## src/rtl/alu_req_sequencer.sv

```systemverilog
// alu_req_sequencer
//   Issue/capture stage in front of the 16-bit combinational ALU and its
//   11-way result mux. It accepts one request over a valid/ready handshake and
//   registers the opcode and operands that drive the ALU. After a fixed settle
//   window it captures the 32-bit result and status flags into a response
//   register, which is held under a second valid/ready handshake.
//   Shift amounts are clamped to 16 and opcodes above 1010 are answered
//   immediately as illegal, so the ALU never sees an unbounded shift or an
//   undefined mux select.
//
// Parameters
//   EXEC_CYCLES  ALU settle cycles between operand launch and capture (1..15)
//   CNT_W        width of the completed-operation counter
//
// Ports
//   clk, rst_n                  clock (rising edge), synchronous active-low reset
//   req_valid/req_ready         request handshake
//   req_opcode, req_a, req_b    request opcode and operands
//   alu_opcode, alu_a, alu_b    registered ALU drive (alu_b clamped for shifts)
//   alu_result, alu_overflow    combinational ALU answer
//   rsp_valid/rsp_ready         response handshake
//   rsp_result, rsp_zero, rsp_neg, rsp_ovf, rsp_illegal   captured response
//   op_count                    completed response handshakes, wraps
module alu_req_sequencer #(
  parameter int unsigned EXEC_CYCLES = 1,
  parameter int unsigned CNT_W       = 16
) (
  input  logic             clk,
  input  logic             rst_n,
  input  logic             req_valid,
  output logic             req_ready,
  input  logic [3:0]       req_opcode,
  input  logic [15:0]      req_a,
  input  logic [15:0]      req_b,
  output logic [3:0]       alu_opcode,
  output logic [15:0]      alu_a,
  output logic [15:0]      alu_b,
  input  logic [31:0]      alu_result,
  input  logic             alu_overflow,
  output logic             rsp_valid,
  input  logic             rsp_ready,
  output logic [31:0]      rsp_result,
  output logic             rsp_zero,
  output logic             rsp_neg,
  output logic             rsp_ovf,
  output logic             rsp_illegal,
  output logic [CNT_W-1:0] op_count
);

  typedef enum logic [1:0] {
    IDLE = 2'd0,
    EXEC = 2'd1,
    HOLD = 2'd2
  } state_t;

  localparam logic [3:0]  SETTLE_INIT = 4'(EXEC_CYCLES - 1);
  localparam logic [3:0]  OP_LAST     = 4'b1010;
  localparam logic [3:0]  OP_SHL      = 4'b0110;
  localparam logic [3:0]  OP_SHR      = 4'b0111;
  localparam logic [3:0]  OP_ADD      = 4'b1000;
  localparam logic [3:0]  OP_SUB      = 4'b1001;
  localparam logic [15:0] SHIFT_MAX   = 16'd16;

  state_t     state;
  state_t     state_nxt;
  logic [3:0] settle_cnt;

  logic       accept;
  logic       req_illegal;
  logic       req_shift;
  logic       settle_done;
  logic       drain;
  logic [15:0] req_b_bounded;

  // ---------------------------------------------------------------------------
  // Request decode
  // ---------------------------------------------------------------------------
  always_comb begin
    req_illegal   = (req_opcode > OP_LAST);
    req_shift     = (req_opcode == OP_SHL) || (req_opcode == OP_SHR);
    req_b_bounded = (req_shift && (req_b > SHIFT_MAX)) ? SHIFT_MAX : req_b;
    accept        = req_valid && req_ready;
    settle_done   = (state == EXEC) && (settle_cnt == 4'd0);
    drain         = (state == HOLD) && rsp_ready;
  end

  // ---------------------------------------------------------------------------
  // State register
  // ---------------------------------------------------------------------------
  always_ff @(posedge clk) begin
    if (!rst_n) begin
      state <= IDLE;
    end else begin
      state <= state_nxt;
    end
  end

  // ---------------------------------------------------------------------------
  // Next-state logic
  // ---------------------------------------------------------------------------
  always_comb begin
    state_nxt = state;
    unique case (state)
      IDLE: begin
        if (accept) begin
          state_nxt = req_illegal ? HOLD : EXEC;
        end
      end
      EXEC: begin
        if (settle_cnt == 4'd0) begin
          state_nxt = HOLD;
        end
      end
      HOLD: begin
        // Drain returns to IDLE only; a new accept needs the following edge.
        if (rsp_ready) begin
          state_nxt = IDLE;
        end
      end
      default: state_nxt = IDLE;
    endcase
  end

  // ---------------------------------------------------------------------------
  // Output logic
  // ---------------------------------------------------------------------------
  always_comb begin
    req_ready = (state == IDLE) && rst_n;
  end

  // ---------------------------------------------------------------------------
  // ALU drive registers: loaded only on an accept edge
  // ---------------------------------------------------------------------------
  always_ff @(posedge clk) begin
    if (!rst_n) begin
      alu_opcode <= '0;
      alu_a      <= '0;
      alu_b      <= '0;
    end else if (accept) begin
      alu_opcode <= req_opcode;
      alu_a      <= req_a;
      alu_b      <= req_b_bounded;
    end
  end

  // ---------------------------------------------------------------------------
  // Settle counter
  // ---------------------------------------------------------------------------
  always_ff @(posedge clk) begin
    if (!rst_n) begin
      settle_cnt <= '0;
    end else if (accept && !req_illegal) begin
      settle_cnt <= SETTLE_INIT;
    end else if ((state == EXEC) && (settle_cnt != 4'd0)) begin
      settle_cnt <= settle_cnt - 4'd1;
    end
  end

  // ---------------------------------------------------------------------------
  // Response register and completion counter
  // ---------------------------------------------------------------------------
  always_ff @(posedge clk) begin
    if (!rst_n) begin
      rsp_valid   <= 1'b0;
      rsp_result  <= '0;
      rsp_zero    <= 1'b0;
      rsp_neg     <= 1'b0;
      rsp_ovf     <= 1'b0;
      rsp_illegal <= 1'b0;
      op_count    <= '0;
    end else begin
      if (accept && req_illegal) begin
        // Illegal opcodes bypass the ALU and answer with a zero result.
        rsp_valid   <= 1'b1;
        rsp_result  <= '0;
        rsp_zero    <= 1'b1;
        rsp_neg     <= 1'b0;
        rsp_ovf     <= 1'b0;
        rsp_illegal <= 1'b1;
      end else if (settle_done) begin
        rsp_valid   <= 1'b1;
        rsp_result  <= alu_result;
        rsp_zero    <= (alu_result == 32'd0);
        rsp_neg     <= alu_result[31];
        rsp_ovf     <= ((alu_opcode == OP_ADD) || (alu_opcode == OP_SUB)) ? alu_overflow : 1'b0;
        rsp_illegal <= 1'b0;
      end else if (drain) begin
        // Result and flags are kept after the handshake; only valid drops.
        rsp_valid <= 1'b0;
        op_count  <= op_count + CNT_W'(1);
      end
    end
  end

endmodule
```

## config.mk

```make
export PLATFORM = sky130hd
export DESIGN_NAME = alu_req_sequencer
export DESIGN_NICKNAME = d
export VERILOG_FILES = /design/src/rtl/alu_req_sequencer.sv
export SDC_FILE = /design/constraint.sdc
export NUM_CORES = 1
export LEC_CHECK = 0
export ABC_CLOCK_PERIOD_IN_PS = 1600
export CAP_MARGIN = 20
export CORE_MARGIN = 3
export CORE_UTILIZATION = 37
export DETAILED_ROUTE_END_ITERATION = 10
export GPL_TIMING_DRIVEN = 0
export PLACE_DENSITY = 0.76
export SLEW_MARGIN = 20
export SYNTH_ARGS = -nofsm -noshare
export SYNTH_HDL_FRONTEND = slang
export SYNTH_SLANG_ARGS = --single-unit
```

## constraint.sdc

```tcl
create_clock -name clk -period 1.6 [get_ports clk]
set_input_delay 0.24 -clock clk [delete_from_list [all_inputs] [get_ports clk]]
set_output_delay 0.24 -clock clk [all_outputs]
set_load 0.03 [all_outputs]
```

== Word-level counts from Yosys, hierarchy flattened ==
Index checks and enable logic that the tools add are counted.

* Word-level logic and storage cells: 63
* Output and inout port bits: 90
* Input bits: 73
* Register bits: 95

* Bitwise gates (word level): 3
* Add/sub/neg operators: 2
* Equality and inequality tests: 9
* Mux-type cells: 14
* $lt $le $gt $ge: 2
* Reduce and logical (&&, ||, !) cells: 21

{| class="wikitable"
|+ Operator list
! kind !! count
|-
| $logic_not A32 Y1 || 1
|-
| $add A16 B1 Y16 const B || 1
|-
| $gt A16 B5 Y1 const B || 1
|-
| $mux W16 || 1
|-
| $eq A4 B3 Y1 const B || 2
|-
| $eq A4 B4 Y1 const B || 2
|-
| $logic_and A1 B1 Y1 || 8
|-
| $mux W1 || 8
|-
| $mux W2 || 4
|-
| $ne A2 B2 Y1 const B || 3
|-
| $pmux W2 S3 || 1
|-
| $reduce_and A3 Y1 || 2
|-
| $gt A4 B4 Y1 const B || 1
|-
| $logic_not A4 Y1 || 1
|-
| $reduce_bool A4 Y1 || 1
|-
| $reduce_or A2 Y1 || 2
|-
| $sub A4 B1 Y4 const B || 1
|-
| $not A1 Y1 || 3
|-
| $reduce_bool A3 Y1 || 1
|-
| $eq A2 B1 Y1 const B || 1
|-
| $eq A2 B2 Y1 const B || 1
|-
| $logic_not A2 Y1 || 1
|-
| $logic_or A1 B1 Y1 || 2
|-
| $reduce_bool A2 Y1 || 1
|-
| $logic_not A1 Y1 || 1
|}

== Depth between registers and ports, before layout ==
* Depth after elaboration: 6
* Mapped depth: 7
* Gate-level depth less buffers: 6

== Worst setup path after synthesis ==
Ideal clock, no wire load.

* Kind: register to register
* Start: register op_count[0]
* End: register op_count[14]
* Data required time: 1.529 ns
* Setup time: 0.071 ns
* Path slack: -0.328 ns
* Buffers on the path: 1
* Arrival: 1.857 ns
* Cell stages (with the launch flop): 7
* Period minus slack after synthesis: 1.928 ns
* Path through: dfxtp_1 -> ha_1 -> nand3_1 -> or2_1 -> buf_6 -> or4_1 -> a21oi_1

* Longest elaborated chain between the ends: 1

{| class="wikitable"
|+ RTL lines
! element !! line !! source
|-
| from (decl) || 47 || <nowiki>output logic [CNT_W-1:0] op_count</nowiki>
|-
| from (signal assigned) || 190 || <nowiki>op_count <= op_count + CNT_W'(1);</nowiki>
|-
| $add A16 B1 Y16 || 190 ||
|}

Every way passes these cells.
A chain may end at the register's enable or synchronous reset.

== Worst setup path after layout ==
* Start: register settle_cnt[1]
* End: register rsp_result[13]

* Longest elaborated chain between the ends: 2

{| class="wikitable"
|+ RTL lines
! element !! line !! source
|-
| from (decl) || 66 || <nowiki>logic [3:0] settle_cnt;</nowiki>
|-
| from (signal assigned) || 155 || <nowiki>settle_cnt <= settle_cnt - 4'd1;</nowiki>
|-
| $logic_not A4 Y1 || 83 || <nowiki>settle_done = (state == EXEC) && (settle_cnt == 4'd0);</nowiki>
|-
| $logic_and A1 B1 Y1 || 83 ||
|-
| to (signal assigned) || 182 || <nowiki>rsp_result <= alu_result;</nowiki>
|-
| to (decl) || 42 || <nowiki>output logic [31:0] rsp_result,</nowiki>
|}

Every way passes these cells.

==> impl_metrics.py <==
metrics = {
    "synth": {
        "synth_top_area_share_pct": 52.4,
        "synth_area_leaders": "dfxtp_1, nand2_1, a21oi_1, a22o_1, o21ai_0",
        "synthArstFlopShare_pct": 0,
        "ys.flop_type": "dfxtp_1",
        "postSynthAreaPerCell_um2": 8.41,
        "yosysSeqAreaShare_pct": 52.4,
        "ys_warn_count": 0,
        "synth_nets": 502,
        "synthesis.area_um2": 3590,
        "yosysTopAreaCell": "dfxtp_1",
        "synth_common_cells": "nand2_1, dfxtp_1, a21oi_1",
        "ys_ff_latch": 94,
        "synth_cell_types": 42,
        "synth.most_common_cell": "nand2_1",
        "synth_cells": 427,
        "synth-edff-count": 0,
    },
    "setup_path": {
        "startpoint_type": "flip-flop",
        "critPathMaxStageDelay_ps": 410,
        "critPathKind": "reg2reg",
        "crit_buf_inv": 3,
        "crit_required_ps": 1880,
        "crit_path_top_delay_cell": "or3b_4",
        "crit_arrival_ps": 1910,
        "crit_fanout": 5,
        "path_delay_family": "simple AND/OR/NAND/NOR gates",
        "path_cells": "inv_2 -> ha_4 -> or3b_4 -> buf_12 -> nor2_4 -> buf_6 -> nand2_1 -> a21oi_1",
        "end_kind": "flip-flop",
    },
    "placement": {
        "port_buffers": 162,
        "dp_cells": 718,
        "gp_congestion": 0.780,
        "place_area_um2": 5410,
        "pre_cts_slack_ps": -767,
        "dp_hpwl_um": 7730,
    },
    "floorplan": {
        "start_util_pct": 38.5,
        "fp.dieW_um": 105,
        "ios": 163,
        "die_y_um": 105,
        "dieArea_um2": 10900,
        "coreArea_um2": 9330,
        "fp-row-count": 35,
    },
    "clock_tree": {
        "numCtsBuffers": 9,
        "clk_pin_slew_ps": 90,
        "cts_tree": "done",
        "cts_root_buffer": "clkbuf_8",
        "clock_latency_ps": 350,
        "cts_sinks": 94,
        "cts-htree-levels": 3,
        "clock_path_buffers": 2,
        "holdBufCountCts": 0,
    },
    "run": {
        "drv_cap": 0,
    },
    "sta": {
        "rsz0062_at_grt": "true",
        "holdWs_ps": 399,
        "hold_violations": 0,
        "setup_viol": 12,
        "min_period_ps": 1630,
        "maxSlewViolCount": 0,
        "worst_pin_slew_ps": 492,
        "fmax_mhz": 613,
        "fin_ws_ps": -32.2,
        "maxSlewHeadroom_pct": 66.9,
        "finalClockSkew_ps": 8.76,
        "final.period_utilization_pct": 102,
        "fin_tns_setup_ps": -265,
    },
    "route": {
        "wirelength_um": 10900,
        "wire_per_inst_um": 14.3,
        "drt_pass1_iterations": 4,
        "remaining_drc_errors": 0,
        "final_antenna_net_count": 0,
        "initialDrtViolationCount": 167,
        "via_count": 3706,
        "avgViaCountPerCell": 4.86,
    },
    "global_routing": {
        "grt_max_degree": 16,
        "busiest_layer": "met2",
        "grt_pass1_vias": 3622,
        "grt-ovfl-total": 0,
        "antenna_found_initial": 1,
        "grtUsageMet2_pct": 32.8,
        "met1_usage_pct": 23.1,
        "use_met3_pct": 6.95,
        "grt_first_pass_wirelength_um": 17400,
        "track_usage_pct": 19.2,
    },
    "layout": {
        "stdcell_count": 762,
        "final_util_pct": 63.5,
        "layout-drive-gt1-share_pct": 16.1,
        "areaGrowthSynthToFinish_pct": 65.1,
        "postLayoutCellArea_um2": 5930,
        "fin_nets": 702,
    },
    "power": {
        "leakage_nw": 2.53,
        "power_density_nw_per_um2": 805,
        "report.power.total_mw": 4.77,
        "max-vdd-ir-drop_uv": 490,
    },
    "worst_hold_path": {
        "min_path_type": "in2reg",
    },
    "status": {
        "violations": "negative setup slack",
        "status": "finished with violations",
    },
}
## metal layers
metal | part of all wire [%] | wire length (um)
met5 | 0 | 0
met4 | 0.69 | 75
met3 | 7.7 | 834
met2 | 49 | 5360
met1 | 42 | 4610
## flip-flops by register name, summed over array words and instances, names as in the netlist
signal       cells
rsp_ovf          1
state            2
rsp_illegal      1
rsp_valid        1
settle_cnt       4
alu_a           16
rsp_zero         1
alu_opcode       4
alu_b           16
rsp_result      32
op_count        16
## power breakdown
part           internal (mW)  switching, mW  leakage, nW  total [mW]
combinational          0.393          0.496         1.69       0.889
sequential              2.44         0.0611        0.773        2.50
clock                  0.567          0.812       0.0755        1.38
total                   3.40           1.37         2.53        4.77
## layout by cell type, fill, tap and decap left out, types with 4 or more instances in the layout
| cell | instances |
|---|---|
| clkbuf_2 | 4 |
| dfxtp_4 | 6 |
| dfxtp_2 | 6 |
| clkdlybuf4s50_1 | 70 |
| clkbuf_1 | 10 |
| nor4_1 | 9 |
| nand2_2 | 4 |
| a21oi_1 | 37 |
| nor2_1 | 19 |
| buf_6 | 8 |
| xnor2_1 | 7 |
| buf_4 | 23 |
| nand4_1 | 6 |
| a22o_1 | 15 |
| nor3_1 | 6 |
| dfxtp_1 | 82 |
| dlygate4sd2_1 | 88 |
| nand2_1 | 114 |
| nand3_1 | 8 |
| a21oi_2 | 7 |
| o21ai_0 | 25 |
| clkbuf_8 | 10 |
## worst reg2reg max path: cells and delay by family, from the launching register on
kind                     cells  cell delay (ps)
adder cells (fa/ha/maj)      1              130
buffers and inverters        3              360
AO/OA/AOI/OAI                1              110
flip-flops                   1              330
AND/OR/NAND/NOR              3              640
## final cells by class
class	instances	area, um^2
Multi-Input combinational cell	303	1740
Clock inverter	5	36.3
Clock buffer	11	131
Fill cell	853	3400
Tap cell	129	161
Sequential cell	94	1910
Buffer	23	159
Timing Repair Buffer	190	1760
Inverter	6	22.5
Antenna cell	1	2.50
## cells by family (layout without fill, tap and decap cells)
| logic type | after synthesis | in the layout | synth area share [%] |
|---|---|---|---|
| AND/OR/NAND/NOR | 193 | 194 | 24.4 |
| AO/OA/AOI/OAI | 96 | 96 | 16.0 |
| flip-flops | 94 | 94 | 52.4 |
| buffers and inverters | 31 | 235 | 3.80 |
| XOR/XNOR | 10 | 10 | 2.44 |
| adder cells (fa/ha/maj) | 2 | 2 | 0.697 |
| multiplexers | 1 | 1 | 0.279 |
| other | 0 | 1 | 0 |
## timing repair
| item | 4_1_cts | 5_1_grt |
|---|---|---|
| gates cloned | 4 | 1 |
| setup endpoints to repair | 143 | 65 |
| gates resized for setup | 130 | 36 |
| setup buffers | 12 | 12 |
| pin swaps | 9 | 11 |
## worst paths after layout
kind | to | startpoint | slack, ps | depth (start not counted)
setup / recovery | rsp_result[13] | settle_cnt[1] | -30 | 8
hold / removal | state[1] | rsp_ready | 400 | 3
setup reg to reg | rsp_result[13] | settle_cnt[1] | -30 | 8
hold reg to reg | rsp_illegal | rsp_illegal | 450 | 2
(Power assumes the default switching activity.)
